--- config.mk ---
export PLATFORM = sky130hd
export DESIGN_NAME = multicycle_control
export DESIGN_NICKNAME = d
export VERILOG_FILES = /design/src/rtl/multicycle_control.sv
export SDC_FILE = /design/constraint.sdc
export NUM_CORES = 1
export LEC_CHECK = 0
export ABC_CLOCK_PERIOD_IN_PS = 2450
export BUFFER_PORTS_ARGS = -buffer_cell sky130_fd_sc_hd__buf_2
export CAP_MARGIN = 10
export CORE_MARGIN = 2
export CORE_UTILIZATION = 39
export CTS_BUF_LIST = sky130_fd_sc_hd__clkbuf_16
export CTS_CLUSTER_DIAMETER = 200
export CTS_CLUSTER_SIZE = 28
export DETAILED_ROUTE_END_ITERATION = 10
export SYNTH_ARGS = -nofsm -noshare
export SYNTH_HDL_FRONTEND = slang
export SYNTH_SLANG_ARGS = --single-unit
--- constraint.sdc ---
create_clock -name clk -period 2.45 [get_ports clk]
set_input_delay 0.1225 -clock clk [delete_from_list [all_inputs] [get_ports clk]]
set_output_delay 0.1225 -clock clk [all_outputs]
set_load 0.01 [all_outputs]
--- src/rtl/multicycle_control.sv ---
// Multicycle control FSM for the single-bus datapath.
// Decodes the latched instruction and sequences fetch/decode/exec/mem/wb.
module multicycle_control #(
    parameter int WAIT_LIMIT = 15
) (
    input  logic       clk,
    input  logic       clrPc_n,
    input  logic [5:0] opcode,
    input  logic [5:0] funct,
    input  logic       mem_ready,
    output logic       clrPc,
    output logic       PCWrite,
    output logic       IRWrite,
    output logic       MemRead,
    output logic       MemWrite,
    output logic       ALUSrc,
    output logic       RegWrite,
    output logic       RegDSt,
    output logic       MemtoReg,
    output logic       Signed,
    output logic       branch,
    output logic       selA,
    output logic       selB,
    output logic       selC,
    output logic [1:0] fault
);

    typedef enum logic [2:0] {
        S_RST,
        S_FETCH,
        S_DECODE,
        S_EXEC,
        S_MEM,
        S_WB,
        S_HALT
    } state_t;

    localparam logic [5:0] OP_R    = 6'b000000;
    localparam logic [5:0] OP_ADDI = 6'b001000;
    localparam logic [5:0] OP_ANDI = 6'b001100;
    localparam logic [5:0] OP_ORI  = 6'b001101;
    localparam logic [5:0] OP_LW   = 6'b100011;
    localparam logic [5:0] OP_SW   = 6'b101011;
    localparam logic [5:0] OP_BEQ  = 6'b000100;

    localparam logic [5:0] FN_ADD = 6'b100000;
    localparam logic [5:0] FN_SUB = 6'b100010;
    localparam logic [5:0] FN_AND = 6'b100100;
    localparam logic [5:0] FN_OR  = 6'b100101;
    localparam logic [5:0] FN_SLT = 6'b101010;

    localparam logic [7:0] CNT_LAST = 8'(WAIT_LIMIT - 1);

    state_t     r_state;
    state_t     w_next;
    logic [5:0] r_op;
    logic [5:0] r_funct;
    logic [1:0] r_fault;
    logic [1:0] w_fault_nxt;
    logic [7:0] r_cnt;

    logic       w_rtype;
    logic       w_addi;
    logic       w_andi;
    logic       w_ori;
    logic       w_lw;
    logic       w_sw;
    logic       w_beq;
    logic       w_isrc;
    logic       w_sext;
    logic [2:0] w_alu;
    logic       w_legal;
    logic       w_cnt_hit;

    assign w_rtype = (r_op == OP_R);
    assign w_addi  = (r_op == OP_ADDI);
    assign w_andi  = (r_op == OP_ANDI);
    assign w_ori   = (r_op == OP_ORI);
    assign w_lw    = (r_op == OP_LW);
    assign w_sw    = (r_op == OP_SW);
    assign w_beq   = (r_op == OP_BEQ);

    // Only legal opcodes ever reach EXEC, so the complement is safe here
    assign w_isrc = ~(w_rtype | w_beq);
    assign w_sext = w_addi | w_lw | w_sw;

    assign w_cnt_hit = (r_cnt == CNT_LAST);

    always_comb begin
        w_alu = 3'b000;
        unique case (1'b1)
            w_rtype: begin
                case (r_funct)
                    FN_SUB:  w_alu = 3'b001;
                    FN_AND:  w_alu = 3'b010;
                    FN_OR:   w_alu = 3'b011;
                    FN_SLT:  w_alu = 3'b100;
                    default: w_alu = 3'b000;
                endcase
            end
            w_andi:  w_alu = 3'b010;
            w_ori:   w_alu = 3'b011;
            w_beq:   w_alu = 3'b001;
            default: w_alu = 3'b000;
        endcase
    end

    always_comb begin
        w_legal = 1'b0;
        case (opcode)
            OP_R: begin
                w_legal = (funct == FN_ADD) || (funct == FN_SUB) ||
                          (funct == FN_AND) || (funct == FN_OR)  ||
                          (funct == FN_SLT);
            end
            OP_ADDI, OP_ANDI, OP_ORI,
            OP_LW, OP_SW, OP_BEQ: w_legal = 1'b1;
            default: w_legal = 1'b0;
        endcase
    end

    always_comb begin
        w_next      = r_state;
        w_fault_nxt = r_fault;
        unique case (r_state)
            S_RST: w_next = S_FETCH;
            S_FETCH: begin
                if (mem_ready) begin
                    w_next = S_DECODE;
                end else if (w_cnt_hit) begin
                    w_next      = S_HALT;
                    w_fault_nxt = 2'b10;
                end
            end
            S_DECODE: begin
                if (w_legal) begin
                    w_next = S_EXEC;
                end else begin
                    w_next      = S_HALT;
                    w_fault_nxt = 2'b01;
                end
            end
            S_EXEC: begin
                if (w_lw || w_sw) w_next = S_MEM;
                else if (w_beq)   w_next = S_FETCH;
                else              w_next = S_WB;
            end
            S_MEM: begin
                if (mem_ready) begin
                    w_next = w_lw ? S_WB : S_FETCH;
                end else if (w_cnt_hit) begin
                    w_next      = S_HALT;
                    w_fault_nxt = 2'b10;
                end
            end
            S_WB:   w_next = S_FETCH;
            S_HALT: w_next = S_HALT;
            default: w_next = S_RST;
        endcase
    end

    // Load enables qualify on mem_ready so PC advances once per fetch
    always_comb begin
        clrPc    = 1'b0;
        PCWrite  = 1'b0;
        IRWrite  = 1'b0;
        MemRead  = 1'b0;
        MemWrite = 1'b0;
        ALUSrc   = 1'b0;
        RegWrite = 1'b0;
        RegDSt   = 1'b0;
        MemtoReg = 1'b0;
        Signed   = 1'b0;
        branch   = 1'b0;
        selA     = 1'b0;
        selB     = 1'b0;
        selC     = 1'b0;
        unique case (r_state)
            S_RST: clrPc = 1'b1;
            S_FETCH: begin
                MemRead = 1'b1;
                PCWrite = mem_ready;
                IRWrite = mem_ready;
            end
            S_EXEC: begin
                ALUSrc             = w_isrc;
                Signed             = w_sext;
                branch             = w_beq;
                {selC, selB, selA} = w_alu;
            end
            S_MEM: begin
                MemRead            = w_lw;
                MemWrite           = w_sw;
                ALUSrc             = w_isrc;
                Signed             = w_sext;
                {selC, selB, selA} = w_alu;
            end
            S_WB: begin
                RegWrite           = 1'b1;
                RegDSt             = w_rtype;
                MemtoReg           = w_lw;
                ALUSrc             = w_isrc;
                Signed             = w_sext;
                {selC, selB, selA} = w_alu;
            end
            default: begin
            end
        endcase
    end

    assign fault = r_fault;

    always_ff @(posedge clk or negedge clrPc_n) begin
        if (!clrPc_n) begin
            r_state <= S_RST;
            r_op    <= 6'd0;
            r_funct <= 6'd0;
            r_fault <= 2'b00;
            r_cnt   <= 8'd0;
        end else begin
            r_state <= w_next;
            r_fault <= w_fault_nxt;
            if (r_state == S_DECODE) begin
                r_op    <= opcode;
                r_funct <= funct;
            end
            if (w_next != r_state) begin
                r_cnt <= 8'd0;
            end else if (r_state == S_FETCH || r_state == S_MEM) begin
                r_cnt <= r_cnt + 8'd1;
            end
        end
    end

endmodule
; ---- Word level (Yosys, flattened, before mapping)
; Cells that the tools add are included.
[op_classes]
reduce_logical = 16
bitwise_logic = 4
mux = 30
n_addsub = 1
eq_ne = 32
[ops]
columns = operator, count
row1 = $eq 6x6->1 const B, 13
row2 = $eq 6x4->1 const B, 6
row3 = $pmux 3 s4, 2
row4 = $mux 3, 7
row5 = $pmux 3 s6, 1
row6 = $mux 8, 2
row7 = $eq 6x3->1 const B, 2
row8 = $logic_not 6->1, 2
row9 = $mux 1, 12
row10 = $eq 3x3->1 const B, 3
row11 = $add 8x1->8 const B, 1
row12 = $eq 8x4->1 const B, 1
row13 = $eq 3x2->1 const B, 2
row14 = $logic_or 1x1->1, 6
row15 = $mux 2, 3
row16 = $reduce_or 6->1, 1
row17 = $ne 2x2->1 const B, 2
row18 = $pmux 1 s2, 2
row19 = $pmux 2 s2, 1
row20 = $reduce_and 4->1, 1
row21 = $reduce_bool 2->1, 2
row22 = $reduce_or 2->1, 2
row23 = $eq 3x1->1 const B, 1
row24 = $logic_not 3->1, 1
row25 = other kinds (5), 7
[word_totals]
inputBits = 15
register_bits = 25
word_cells = 88

; ---- Logic depth before layout (Yosys ltp)
; Gate-level depths: netlist (run 1).
[logic_depth]
depth_word = 10
mapped_depth = 8
ltp_nobuf = 8

; ---- Worst setup path after synthesis (run 1)
; Ideal clock, no wire load.
[synth_path]
kind = register to register
from = reg r_cnt[0]
to = reg r_cnt[0]
synth_period_minus_slack_ns = 1.847
required_ns = 2.307
stages_incl_launch_ff = 9
arrival_ns = 1.704
n_path_buf = 0
slack_ns = 0.603
path_cell_list = dfrtp_1 > inv_1 > ha_1 > nand4b_1 > nor4_1 > nor3_1 > or3_1 > o211ai_4 > nor3_2
[synth_via]
elab_chain_cells = 6
[synth_rtl]
columns = element, line_no
row1 = "start, declared", 60  ; logic [7:0] r_cnt;
row2 = "start signal, assigned", 230  ; r_cnt <= r_cnt + 8'd1;
row3 = $eq 8x4->1, 87  ; assign w_cnt_hit = (r_cnt == CNT_LAST);
row4 = $mux 3, "130, 151"
row5 = $mux 3 (on tied branches), "149, 128"
row6 = $pmux 3 s6, 125  ; unique case (r_state)
row7 = $ne 3x3->1, 227  ; if (w_next != r_state) begin
row8 = $mux 8 / $reduce_bool 2->1 (equally long branches), n/a
; Parallel ways exist; a longest one is shown, timed or not. The select of a mux whose other input is x is not followed.
; A chain may end at the register's enable or synchronous reset.

; ---- Worst setup path after layout (run 1)
[layout_path]
from = reg r_cnt[0]
to = reg r_cnt[7]
; The elaborated chain is that of the path after synthesis.

==> impl_summary.md, run 1 <==
Run status
The run finished with clean final reports.

Route
The mean routed wirelength per cell is 13.6 µm. The total wirelength of the detailed-routed design is 3660 µm. The routed layout has 1399 vias.

The via density per instance is 5.20. The number of nets with antenna violations after detailed routing is 0. In this run, the number of DRC markers left after iteration 0 of detailed routing was 69. The number of detailed-route iterations in the first pass is 4.

In the routed design, unresolved DRC markers number 0.

Timing
The hold violation count in the final report is 0. Setup repair after global routing left no endpoint under its margin. The maximum clock skew at final layout is 0.00181 ns.

Setup violations remaining at the end of the flow were counted as 0. Derived from the worst setup path, the maximum achievable clock frequency is 0.477 GHz. The headroom to the max-slew limit is 61.8%. After layout, the worst path uses 85.5% of the clock period. The transition time at the pin with the least slew margin is 0.572 ns. The clock period minus final worst setup slack is 2.09 ns. The max-slew violation count is 0.

Adding up every negative setup slack in the final design gives 0 ns.

Clock network
Clock latency on the worst-skew pair, taken at its later pin, is 0.26 ns. The number of buffers inserted by post-CTS setup repair is 0. The clock net sink count is 25.

The number of gates resized after CTS is 0. The TritonCTS clock tree is yes. After clock tree synthesis, the clock-pin slew on the worst setup and hold paths is 0.06 ns.

The buffer depth of the longest clock path is 2. Clock tree synthesis selected as its root buffer the cell sky130_fd_sc_hd__clkbuf_16. Clock tree synthesis inserted a total of 3 buffers. The H-tree depth is 1.

Worst setup path
In this design, the stage delay of the slowest critical-path cell is 0.44 ns. The endpoint identified for the worst register-to-register timing path is r_cnt[7]$_DFFE_PN0P_. The arrival time of data at the critical path endpoint is 2.22 ns. In this run the worst setup path begins at r_cnt[0]$_DFFE_PN0P_. The worst register-to-register path begins at r_cnt[0]$_DFFE_PN0P_. The signal on the critical path passes through inv_1 -> ha_1 -> nand4b_1 -> nor4_1 -> nor3_1 -> or3_1 -> o211ai_4 -> nor3_2. The type of destination of the critical path is a flip-flop.

In this run the register-to-register setup slack is 0.36 ns. The cell family contributing the most delay on the critical path is simple AND/OR/NAND/NOR gates. For the worst setup path, the data required time is 2.58 ns. The worst register-to-register path has a depth of 8. The most critical setup path has its endpoint at r_cnt[7]$_DFFE_PN0P_. The worst setup path is launched from a flip-flop. The kind of critical path is flip-flop to flip-flop. The logic depth of the worst setup path including buffers is 8. The number of buffer and inverter stages on the critical path is 1. The maximum fanout count along the critical path is 8.

The largest individual stage delay along the critical path comes from the cell sky130_fd_sc_hd__nor4_1.

Synth
Of all flip-flops after synthesis, the portion carrying an async set or reset was 100%. In the post-synthesis netlist, the biggest area contributors are sky130_fd_sc_hd__dfrtp_1 (38%), sky130_fd_sc_hd__nand2_1 (12%), sky130_fd_sc_hd__nor3_2 (4.9%). For this run, the number of Yosys warnings is 0. Counting every instance in the synthesized netlist gives 189. The most used flip-flop cell after synthesis is sky130_fd_sc_hd__dfrtp_1.

The sequential fraction of the synthesis area is 38.4%. The unique cell type count in the Yosys netlist is 43. After synthesis the cells add up to 0.00163 mm².

The biggest area contributor in the post-synthesis netlist is sky130_fd_sc_hd__dfrtp_1. The top-area cell type share of the netlist area is 38.4%. The synthesized netlist net count is 206. The average cell area after synthesis is 8.62 µm².

The count of flip-flops with a built-in enable after synthesis is 0. In this run, synthesis produced a sequential element count of 25.

Pwr
VDD sags by at most 0.442 mV. For this design the static power due to leakage is 0.895 nW. Power spread over the standard cell area amounts to 1030 mW/mm².

The completed layout was analyzed and its total power is 0.00196 W.

GRT
The via count of the first global-routing pass is 1300. The remaining global-route overflow is 0. The initial antenna violation count is 0. The first global-routing pass estimated 6010 µm of wire. In the global route stage, overall resource usage came out at 17.3%. Entering global routing, the biggest net connects 26 pins.

Floorplanning
The boundary pin count is 31. The starting utilization of the core area is 40.7%. The area enclosed by the die boundary is 0.00471 mm². The die span in x is 68.6 µm. Row generation in the floorplan step produced 23 rows. The die outline height is 68.6 µm. After floorplanning, the core was sized to cover 0.00400 mm².

Flow run
The number of maximum-capacitance violations is 0.

Final layout
At the end of the flow, the number of nets in the layout was 237. Across the whole layout, storage elements account for 626 µm². The number of diodes added for antenna fixing is 0. The area taken by multi-input logic gates is 921 µm².

Of the cells placed in the final design, the portion with a size suffix greater than 1 is 24.7%. The top cell types in the final layout, fill and taps aside, are sky130_fd_sc_hd__nand2_1 (50), sky130_fd_sc_hd__buf_2 (30), sky130_fd_sc_hd__dfrtp_1 (25). The most common library cell in the layout ignoring fill and taps is sky130_fd_sc_hd__nand2_1. The area growth from synthesis to layout is 16.5%. The filler cell count is 399.

Place
Detailed placement finished with a half-perimeter wire length of 2770 µm. The final RePlAce weighted congestion is 0.785. The count of port buffers added during placement is 30.

Hold path
The path category of the worst min-delay check is input pin to flip-flop.
worst reg2reg max path: stages (launching register included):
cell	delay, ns
sky130_fd_sc_hd__dfrtp_1	0.39
sky130_fd_sc_hd__inv_1	0.10
sky130_fd_sc_hd__ha_1	0.15
sky130_fd_sc_hd__nand4b_1	0.09
sky130_fd_sc_hd__nor4_1	0.44
sky130_fd_sc_hd__nor3_1	0.15
sky130_fd_sc_hd__or3_1	0.38
sky130_fd_sc_hd__o211ai_4	0.19
sky130_fd_sc_hd__nor3_2	0.08
synth_stat cells, types with 2 or more instances:
cell and number:
sky130_fd_sc_hd__nand2_1 50, sky130_fd_sc_hd__dfrtp_1 25, sky130_fd_sc_hd__nor2_1 11, sky130_fd_sc_hd__nor3_1 8, sky130_fd_sc_hd__nor3_2 8, sky130_fd_sc_hd__o21ai_0 8, sky130_fd_sc_hd__a21oi_1 7, sky130_fd_sc_hd__inv_1 7
sky130_fd_sc_hd__nand3_1 6, sky130_fd_sc_hd__nor2b_1 5, sky130_fd_sc_hd__xor2_1 5, sky130_fd_sc_hd__clkbuf_1 4, sky130_fd_sc_hd__a31oi_1 3, sky130_fd_sc_hd__buf_6 3, sky130_fd_sc_hd__nor4b_1 3, sky130_fd_sc_hd__a22oi_1 2
sky130_fd_sc_hd__and2_1 2, sky130_fd_sc_hd__and3_1 2, sky130_fd_sc_hd__and4_1 2, sky130_fd_sc_hd__ha_1 2, sky130_fd_sc_hd__nand4b_1 2, sky130_fd_sc_hd__nor3b_1 2, sky130_fd_sc_hd__xnor2_1 2
layer usage:
layer  global-route usage [%]  vias up  part of all wire [%]
met4                     6.75        0                   1.3
met3                     3.25        5                   4.2
met5                        0        -                     0
met2                     27.5       41                    46
li1                         -      717                     -
met1                     23.2      636                    48
what timing repair did:
| action | in CTS | in global routing |
|---|---|---|
| endpoints found under the hold margin | 25 | 0 |
| setup endpoints to repair | 0 | 0 |
| hold buffers | 1 | 0 |
sequential cells by signal, indices dropped and copies added (netlist names):
name     cells
fault        2
r_cnt        8
r_funct      6
r_op         6
r_state      3
how the worst min path moves through the flow:
stage / startpoint / end / cells past startpoint
2_1_floorplan: clrPc_n / fault[0]$_DFFE_PN0P_ / 0
3_3_place_gp: clrPc_n / r_cnt[3]$_DFFE_PN0P_ / 1
3_5_place_dp: clrPc_n / r_cnt[3]$_DFFE_PN0P_ / 1
4_1_cts: funct[3] / r_funct[3]$_DFFE_PN0N_ / 3
5_1_grt: funct[3] / r_funct[3]$_DFFE_PN0N_ / 3
6_report: funct[5] / r_funct[5]$_DFFE_PN0N_ / 3
cell type report:
| cell class | instances | area share, % |
|---|---|---|
| multi-input cells | 149 | 48.5 |
| flip-flops and latches | 25 | 33.0 |
| repair buffers | 34 | 9.62 |
| inverters | 7 | 1.38 |
| clock buffers | 3 | 3.96 |
| clock inverters | 1 | 0.264 |
| well taps | 50 | 3.30 |
power breakdown:
part	internal [W]	switching [W]	total, W
logic	0.000349	0.000529	0.000877
registers	0.000542	0.000175	0.000717
clock network	0.000220	0.000148	0.000368
total	0.00111	0.000852	0.00196
metrics by stage:
stage	cell area, µm²	setup slack [ns]	std cells	hold WS [ns]	utilization (%)
2_1_floorplan	1630	0.603	189	-0.173	-
6_report	1900	0.356	269	0.0690	47.5
3_5_place_dp	1810	0.373	264	0.152	45.2
5_1_grt	1900	0.155	269	0.0827	47.5
4_1_cts	1900	0.359	269	0.0642	47.5
3_3_place_gp	1810	0.432	264	0.156	45.2
cells by family after synthesis:
family | synth area share [%]
simple gates | 35.3
compound gates | 15.4
flops | 38.4
buf+inv | 5.07
xor+xnor | 3.76
fa+ha+maj | 1.54
mux | 0.614
Power figures use the tool's default switching activity.
==> inputs of run 2 (changes only) <==
Settings changed: PLACE_DENSITY_LB_ADDON from default to 0.2.
==> impl_summary.md, run 2 (same netlist as run 1, synthesis figures left out) <==
Flow run
The number of maximum-capacitance violations is 0 (unchanged).

Final layout
The number of flip-flops in the largest register came to 8 (unchanged). The final instance area is 0.00190 mm² (unchanged). Counting flops per register, the top entry is r_cnt. The filler cell count was 402 (+0.75%). The top cell types in the final layout, fill and taps aside, are sky130_fd_sc_hd__nand2_1 (50), sky130_fd_sc_hd__buf_2 (30), sky130_fd_sc_hd__dfrtp_1 (25). The area growth from synthesis to layout is 16.5% (unchanged). The share of layout cells above drive strength 1 is 24.7% (unchanged). The core utilization of the finished layout came to 47.5% (unchanged).

The number of nets at the end of the flow is 237 (unchanged). The largest registers in the layout are r_cnt x8, r_funct x6, r_op x6. The most common library cell in the layout ignoring fill and taps is sky130_fd_sc_hd__nand2_1. The number of diodes added for antenna fixing is 0 (unchanged).

GRT
The wire length of the first global-routing pass is 6090 µm (+1.4%). The remaining global-route overflow is 0 (unchanged). The largest net degree at the start of global routing is 26 (unchanged). The initial antenna violation count is 0 (unchanged).

The via count of the first global-routing pass is 1334 (+2.6%). The total global-route track usage is 17.5% (+0.13 points).

Pwr
The net switching power of the design is 0.000851 W (about the same). The switching share of power is 43.4% (about the same). The peak supply drop is 0.576 mV (+31%). The cell area power density is 1030 mW/mm² (about the same).

The part of the total power dissipated in combinational logic was 45.0% (+0.3 points). The sequential fraction of design power is 36.6% (about the same). The total leakage power is 0.895 nW (unchanged). The total power came to 0.00196 W (about the same).

The power share of the clock group is 18.5% (-0.3 points). The internal power contribution is 0.00111 W (about the same).

Route
The via density per instance is 5.25 (+0.93%). The number of nets with antenna violations after detailed routing is 0 (unchanged). The number of DRC violations after detailed-routing iteration 0 was 58 (-16%). The post-route DRC violation count is 0 (unchanged). The number of detailed-route iterations in the first pass was 4 (unchanged). The routed via count came to 1412 (+0.93%). The total wirelength of the detailed-routed design is 3600 µm (-1.7%).

The mean routed wirelength per cell is 13.4 µm (-1.7%).

Clock network
The number of hold buffers added after cts is 1 (unchanged). The number of buffers inserted by post-CTS setup repair is 0 (unchanged). The TritonCTS clock tree is yes.

The number of gates resized after CTS is 0 (unchanged). The insertion delay of the later-clocked pin in the worst-skew pair is 0.26 ns (about the same). The clock net sink count is 25 (unchanged). The number of buffers created by CTS came to 3 (unchanged). The cell sitting at the root of the clock tree is a sky130_fd_sc_hd__clkbuf_16. The H-tree depth is 1 (unchanged). The buffer depth of the longest clock path was 2 (unchanged). The clock edge transition at the registers on the reported setup and hold paths is 0.06 ns (about the same).

Timing
The post-route clock period utilization is 85.2% (-0.34 points). The clock period minus final worst setup slack was 2.09 ns (-0.00821 ns). The maximum clock skew at final layout is 0.00347 ns (+0.00167 ns). The hold violation count in the final report came to 0 (unchanged). The max-slew violation count is 0 (unchanged).

The count of final setup violators came to 0 (unchanged). The setup total negative slack was 0 ns (unchanged). Setup repair after global routing left no endpoint under its margin. The headroom to the max-slew limit is 61.1% (-0.73 points). The transition time at the pin with the least slew margin came to 0.583 ns (+0.0110 ns). The achievable clock frequency is 0.479 GHz (+0.39%). The worst hold margin was 0.0708 ns (+0.00177 ns).

Place
The HPWL reported at the end of detailed placement is 2720 µm (-1.8%). The instance area after placement was 0.00181 mm² (unchanged). The final RePlAce weighted congestion is 0.836 (+6.6%). The count of port buffers added during placement was 30 (unchanged).

Worst setup path
For this design, the slowest cell found on the critical path is sky130_fd_sc_hd__nor4_1. The startpoint kind of the worst setup timing path is a flip-flop. The number of buffer and inverter stages on the critical path came to 1 (unchanged). The arrival time of data at the critical path endpoint was 2.21 ns (about the same). The highest cell delay on the worst timing path is 0.42 ns (-0.02 ns). The worst setup path is captured at a flip-flop. The register-to-register path setup slack came to 0.36 ns (about the same).

In this design, the largest share of critical-path delay is due to simple AND/OR/NAND/NOR gates. The maximum fanout count along the critical path is 8 (unchanged). The kind of critical path is flip-flop to flip-flop.

Walking the worst path, the cells encountered are inv_1 -> ha_1 -> nand4b_1 -> nor4_1 -> nor3_1 -> or3_1 -> o211ai_4 -> nor3_2. The critical path data required time is 2.57 ns (about the same).

Floorplanning
The area enclosed by the die boundary is 0.00471 mm² (unchanged). The boundary pin count is 31 (unchanged). The starting utilization of the core area is 40.7% (unchanged).

The row count is 23 (unchanged). The die outline height is 68.6 µm (unchanged). The die span in x is 68.6 µm (unchanged). The area of the placeable core is 0.00400 mm² (unchanged).

Hold path
The path category of the worst min-delay check is input pin to flip-flop.

Run status
The flow ran to the end, and the final reports show no timing, DRC or antenna violations.
==> run 2: cell counts in the layout (fill, tap and decap cells not counted) <==
No cell type changed its count.
==> run 2: layer usage <==
layer	global-route usage, %	vias up	wire [µm]
li1	-	721	-
met1	22.3	644	1700
met2	28.2	42	1640
met3	4.38	5	201
met4	6.75	0	55
met5	0	-	0
==> run 2: cell type report <==
cell class	count	area [µm²]	area share [%]
Tap cell	50	62.6	3.30
Clock buffer	3	75.1	3.96
Inverter	7	26.3	1.38
Multi-Input combinational cell	149	921	48.5
Timing Repair Buffer	34	183	9.62
Clock inverter	1	5.00	0.264
Sequential cell	25	626	33.0
==> run 2: worst min-delay path, stage by stage <==
cell and delay, ns:
sky130_fd_sc_hd__buf_2 0.08, sky130_fd_sc_hd__nand2_1 0.04, sky130_fd_sc_hd__nand2_1 0.05
==> run 2: power by group through the flow <==
stage	registers, W	logic (W)	clock network [W]
2_1_floorplan	0.000631	0.000792	0
3_3_place_gp	0.000724	0.000886	0
3_5_place_dp	0.000724	0.000882	0
4_1_cts	0.000714	0.000890	0.000377
5_1_grt	0.000747	0.00101	0.000389
6_report	0.000717	0.000882	0.000363
==> run 2: per-stage QoR <==
| step | setup WS (ns) | cells |
|---|---|---|
| 6_report | 0.364 | 269 |
| 5_1_grt | 0.157 | 269 |
| 4_1_cts | 0.350 | 269 |
| 2_1_floorplan | 0.603 | 189 |
| 3_3_place_gp | 0.456 | 264 |
| 3_5_place_dp | 0.377 | 264 |
==> run 2: path summary, 6_finish.rpt <==
| check | startpoint | end | cells after the start |
|---|---|---|---|
| hold reg to reg | r_funct[4]$_DFFE_PN0N_ | r_funct[4]$_DFFE_PN0N_ | 2 |
| max in group asynchronous | clrPc_n | r_funct[2]$_DFFE_PN0N_ | 2 |
| min in group asynchronous | clrPc_n | r_funct[0]$_DFFE_PN0N_ | 2 |
| setup reg to reg | r_cnt[0]$_DFFE_PN0P_ | r_cnt[1]$_DFFE_PN0P_ | 8 |
| setup / recovery | r_cnt[0]$_DFFE_PN0P_ | r_cnt[1]$_DFFE_PN0P_ | 8 |
| hold / removal | funct[5] | r_funct[5]$_DFFE_PN0N_ | 3 |
==> inputs of run 3 (changes only) <==
Settings changed: ABC_AREA from default to 1, GPL_TIMING_DRIVEN from default to 0.
==> impl_summary.md, run 3 <==
Run status
The run finished with clean final reports.

Clock network
The H-tree depth came to 1 (unchanged). The number of buffers inserted by post-CTS setup repair is 0 (unchanged). The clock edge transition at the registers on the reported setup and hold paths is 0.06 ns (about the same). The clock net sink count came to 25 (unchanged).

The number of gates resized after CTS was 0 (unchanged). The buffer depth of the longest clock path is 2 (unchanged). The TritonCTS clock tree is yes. The clock root buffer is sky130_fd_sc_hd__clkbuf_16. The number of hold buffers added after cts is 1 (unchanged).

The number of buffers created by CTS was 3 (unchanged). The insertion delay of the later-clocked pin in the worst-skew pair is 0.26 ns (about the same).

Place
The count of port buffers added during placement is 30 (unchanged). The instance area after placement is 0.00175 mm² (-3.1%). The final RePlAce weighted congestion came to 0.820 (-2.0%). The pre-CTS setup slack is 0.732 ns (+0.354 ns).

The HPWL reported at the end of detailed placement is 2620 µm (-3.5%).

Synth
The synthesized area is 0.00154 mm² (-5.4%). The post-synthesis async set-or-reset flop share was 100% (unchanged). The number of flip-flops and latches in the synthesized netlist was 25 (unchanged).

The unique cell type count in the Yosys netlist is 27 (-37%). The cell type with the highest aggregate area in the netlist is sky130_fd_sc_hd__dfrtp_1. The top-area cell type share of the netlist area was 40.6% (+2.2 points).

The count of mapped cells out of synthesis was 224 (+19%). The sequential fraction of the synthesis area is 40.6% (+2.2 points). The count of flip-flops with a built-in enable after synthesis was 0 (unchanged).

The total of warnings raised by yosys came to 0 (unchanged). By area the synthesized netlist is led by sky130_fd_sc_hd__dfrtp_1 (41%), sky130_fd_sc_hd__nand2_1 (16%), sky130_fd_sc_hd__nor2_1 (9.0%). The leading cell type by number of instances after synthesis is sky130_fd_sc_hd__nand2_1. The average cell area after synthesis was 6.88 µm² (-20%). By count the netlist is led by sky130_fd_sc_hd__nand2_1 (64), sky130_fd_sc_hd__nor2_1 (37), sky130_fd_sc_hd__inv_1 (27), sky130_fd_sc_hd__dfrtp_1 (25), sky130_fd_sc_hd__o21ai_0 (12). The synthesized netlist net count is 241 (+17%). The most instantiated flip-flop cell in the synthesis netlist is sky130_fd_sc_hd__dfrtp_1.

Worst setup path
The critical path data required time is 2.33 ns (-0.24 ns). The worst register-to-register path ends at r_cnt[4]$_DFFE_PN0P_. The arrival time of data at the critical path endpoint came to 1.74 ns (-0.47 ns). The maximum fanout count along the critical path came to 4 (-4). The worst setup path is of the flip-flop to primary output kind. The worst setup path is captured at a primary output.

In this run the critical register-to-register path is launched from r_op[1]$_DFFE_PN0N_. The register-to-register path setup slack came to 0.74 ns (+0.38 ns). The worst setup path is launched from a flip-flop. The number of cells on the worst reg-to-reg path is 9 (+1).

Route
The via density per instance was 4.72 (-10%). The post-route DRC violation count was 0 (unchanged). The mean routed wirelength per cell was 10.9 µm (-19%). The number of detailed-route iterations in the first pass is 4 (unchanged).

The routed via count is 1449 (+2.6%). The number of DRC violations after detailed-routing iteration 0 came to 72 (+24%). The total wirelength of the detailed-routed design is 3340 µm (-7.2%). The number of nets with antenna violations after detailed routing is 0 (unchanged).

Pwr
The total leakage power came to 0.952 nW (+6.3%). The switching share of power is 44.3% (+0.97 points). The sequential fraction of design power was 34.4% (-2.2 points). The cell area power density is 1050 mW/mm² (+1.2%). The power share of the clock group is 18.4% (about the same). The peak supply drop was 0.385 mV (-33%).

The part of the total power dissipated in combinational logic is 47.3% (+2.3 points). The internal power contribution is 0.00107 W (-3.5%). The net switching power of the design is 0.000854 W (+0.35%).

Timing
The achievable clock frequency came to 0.538 GHz (+12%). The setup total negative slack is 0 ns (unchanged). The transition time at the pin with the least slew margin was 0.550 ns (-0.0334 ns). The worst setup margin is 0.591 ns (+0.228 ns). The count of final setup violators is 0 (unchanged). The post-route clock period utilization is 75.9% (-9.3 points).

The maximum clock skew at final layout is 0.00437 ns (+0.000900 ns). Setup repair after global routing left no endpoint under its margin. The headroom to the max-slew limit is 63.3% (+2.2 points). The clock period minus final worst setup slack is 1.86 ns (-0.228 ns). The max-slew violation count is 0 (unchanged). The hold violation count in the final report was 0 (unchanged).

Final layout
The largest registers in the layout are r_cnt x8, r_funct x6, r_op x6. Leaving out fill and tap cells, the most frequent cells in the layout are sky130_fd_sc_hd__nand2_1 (64), sky130_fd_sc_hd__nor2_1 (37), sky130_fd_sc_hd__buf_2 (31). The number of diodes added for antenna fixing came to 0 (unchanged). The register name with the most flops is r_cnt.

The number of nets at the end of the flow was 277 (+17%). Relative to the synthesized area, the layout overhead comes to 19.4%. The core utilization of the finished layout was 49.2% (+1.7 points).

The most common library cell in the layout ignoring fill and taps is sky130_fd_sc_hd__nand2_1. The final instance area came to 0.00184 mm² (-3.0%). The share of layout cells above drive strength 1 is 17.8% (-6.9 points). The number of flip-flops in the largest register was 8 (unchanged).

Floorplanning
The starting utilization of the core area came to 41.2% (+0.45 points). The area of the placeable core is 0.00374 mm² (-6.4%). The boundary pin count is 31 (unchanged). The row count was 22 (-4.3%).

The die outline height is 66.9 µm (-2.6%). The area enclosed by the die boundary is 0.00447 mm² (-5.1%). The die span in x is 66.9 µm (-2.6%).

Hold path
The number of instances on the worst hold path is 3 (unchanged). The min-delay analysis places its worst path in the category input pin to flip-flop. The startpoint identified for the worst hold timing path is funct[3]. For hold timing, the worst endpoint is r_funct[3]$_DFFE_PN0N_.

Flow run
The number of maximum-capacitance violations is 0 (unchanged).

GRT
The largest net degree at the start of global routing was 26 (unchanged). The remaining global-route overflow is 0 (unchanged). The initial antenna violation count was 0 (unchanged). The total global-route track usage is 17.4% (-0.046 points).

The wire length of the first global-routing pass is 5900 µm (-3.2%). The via count of the first global-routing pass was 1344 (+0.75%).
## run 3: critical path: stages, from the launching register on
cell	delay, ns
sky130_fd_sc_hd__dfrtp_1	0.41
sky130_fd_sc_hd__or2_1	0.23
sky130_fd_sc_hd__nor2_1	0.15
sky130_fd_sc_hd__inv_1	0.08
sky130_fd_sc_hd__nor2_1	0.17
sky130_fd_sc_hd__inv_1	0.08
sky130_fd_sc_hd__nor4_1	0.18
sky130_fd_sc_hd__buf_2	0.18
## run 3: layout make-up
class | instances | area [µm²]
Buffer | 3 | 16.3
Clock buffer | 3 | 75.1
Clock inverter | 1 | 3.75
Fill cell | 417 | 1900
Inverter | 31 | 116
Multi-Input combinational cell | 165 | 783
Sequential cell | 25 | 626
Tap cell | 48 | 60.1
Timing Repair Buffer | 31 | 160
## run 3: cells by family (layout without fill, tap and decap cells)
family,count (synthesis),after routing,share of synthesized area (%)
AO/OA/AOI/OAI,22,22,7.63
AND/OR/NAND/NOR,135,135,38.1
flip-flops,25,25,40.6
buffers and inverters,34,69,8.60
XOR/XNOR,6,6,3.41
adder cells (fa/ha/maj),2,2,1.62
## run 3: per-stage QoR
| step | instances | hold slack, ns | power (W) |
|---|---|---|---|
| floorplan | 224 | -0.173 | 0.00133 |
| global placement | 302 | 0.148 | 0.00158 |
| detailed placement | 302 | 0.152 | 0.00158 |
| CTS | 307 | 0.0893 | 0.00195 |
| global route | 307 | 0.105 | 0.00215 |
| finish | 307 | 0.0905 | 0.00193 |
## run 3: per-layer routing
metal / part of all wire [%] / vias up / track usage, %
li1: - / 776 / -
met1: 54 / 649 / 25.6
met2: 41 / 20 / 26.5
met3: 3.0 / 4 / 1.69
met4: 1.1 / 0 / 6.12
met5: 0 / - / 0
## run 3: worst max-delay path by stage
stage                         from                    to  slack, ns
4_1_cts        r_op[1]$_DFFE_PN0N_                  selC       0.56
5_1_grt        r_op[1]$_DFFE_PN0N_                  selC       0.39
2_1_floorplan  r_op[1]$_DFFE_PN0N_  r_cnt[7]$_DFFE_PN0P_       0.96
3_3_place_gp   r_op[1]$_DFFE_PN0N_  r_cnt[2]$_DFFE_PN0P_       0.73
6_report       r_op[1]$_DFFE_PN0N_                  selC       0.59
3_5_place_dp   r_op[1]$_DFFE_PN0N_  r_cnt[4]$_DFFE_PN0P_       0.73
## run 3: power groups by stage
stage	clock network [W]	registers, W	logic [W]
floorplan	0	0.000648	0.000680
global placement	0	0.000668	0.000912
detailed placement	0	0.000668	0.000913
CTS	0.000368	0.000660	0.000923
global route	0.000387	0.000688	0.00107
finish	0.000354	0.000662	0.000910
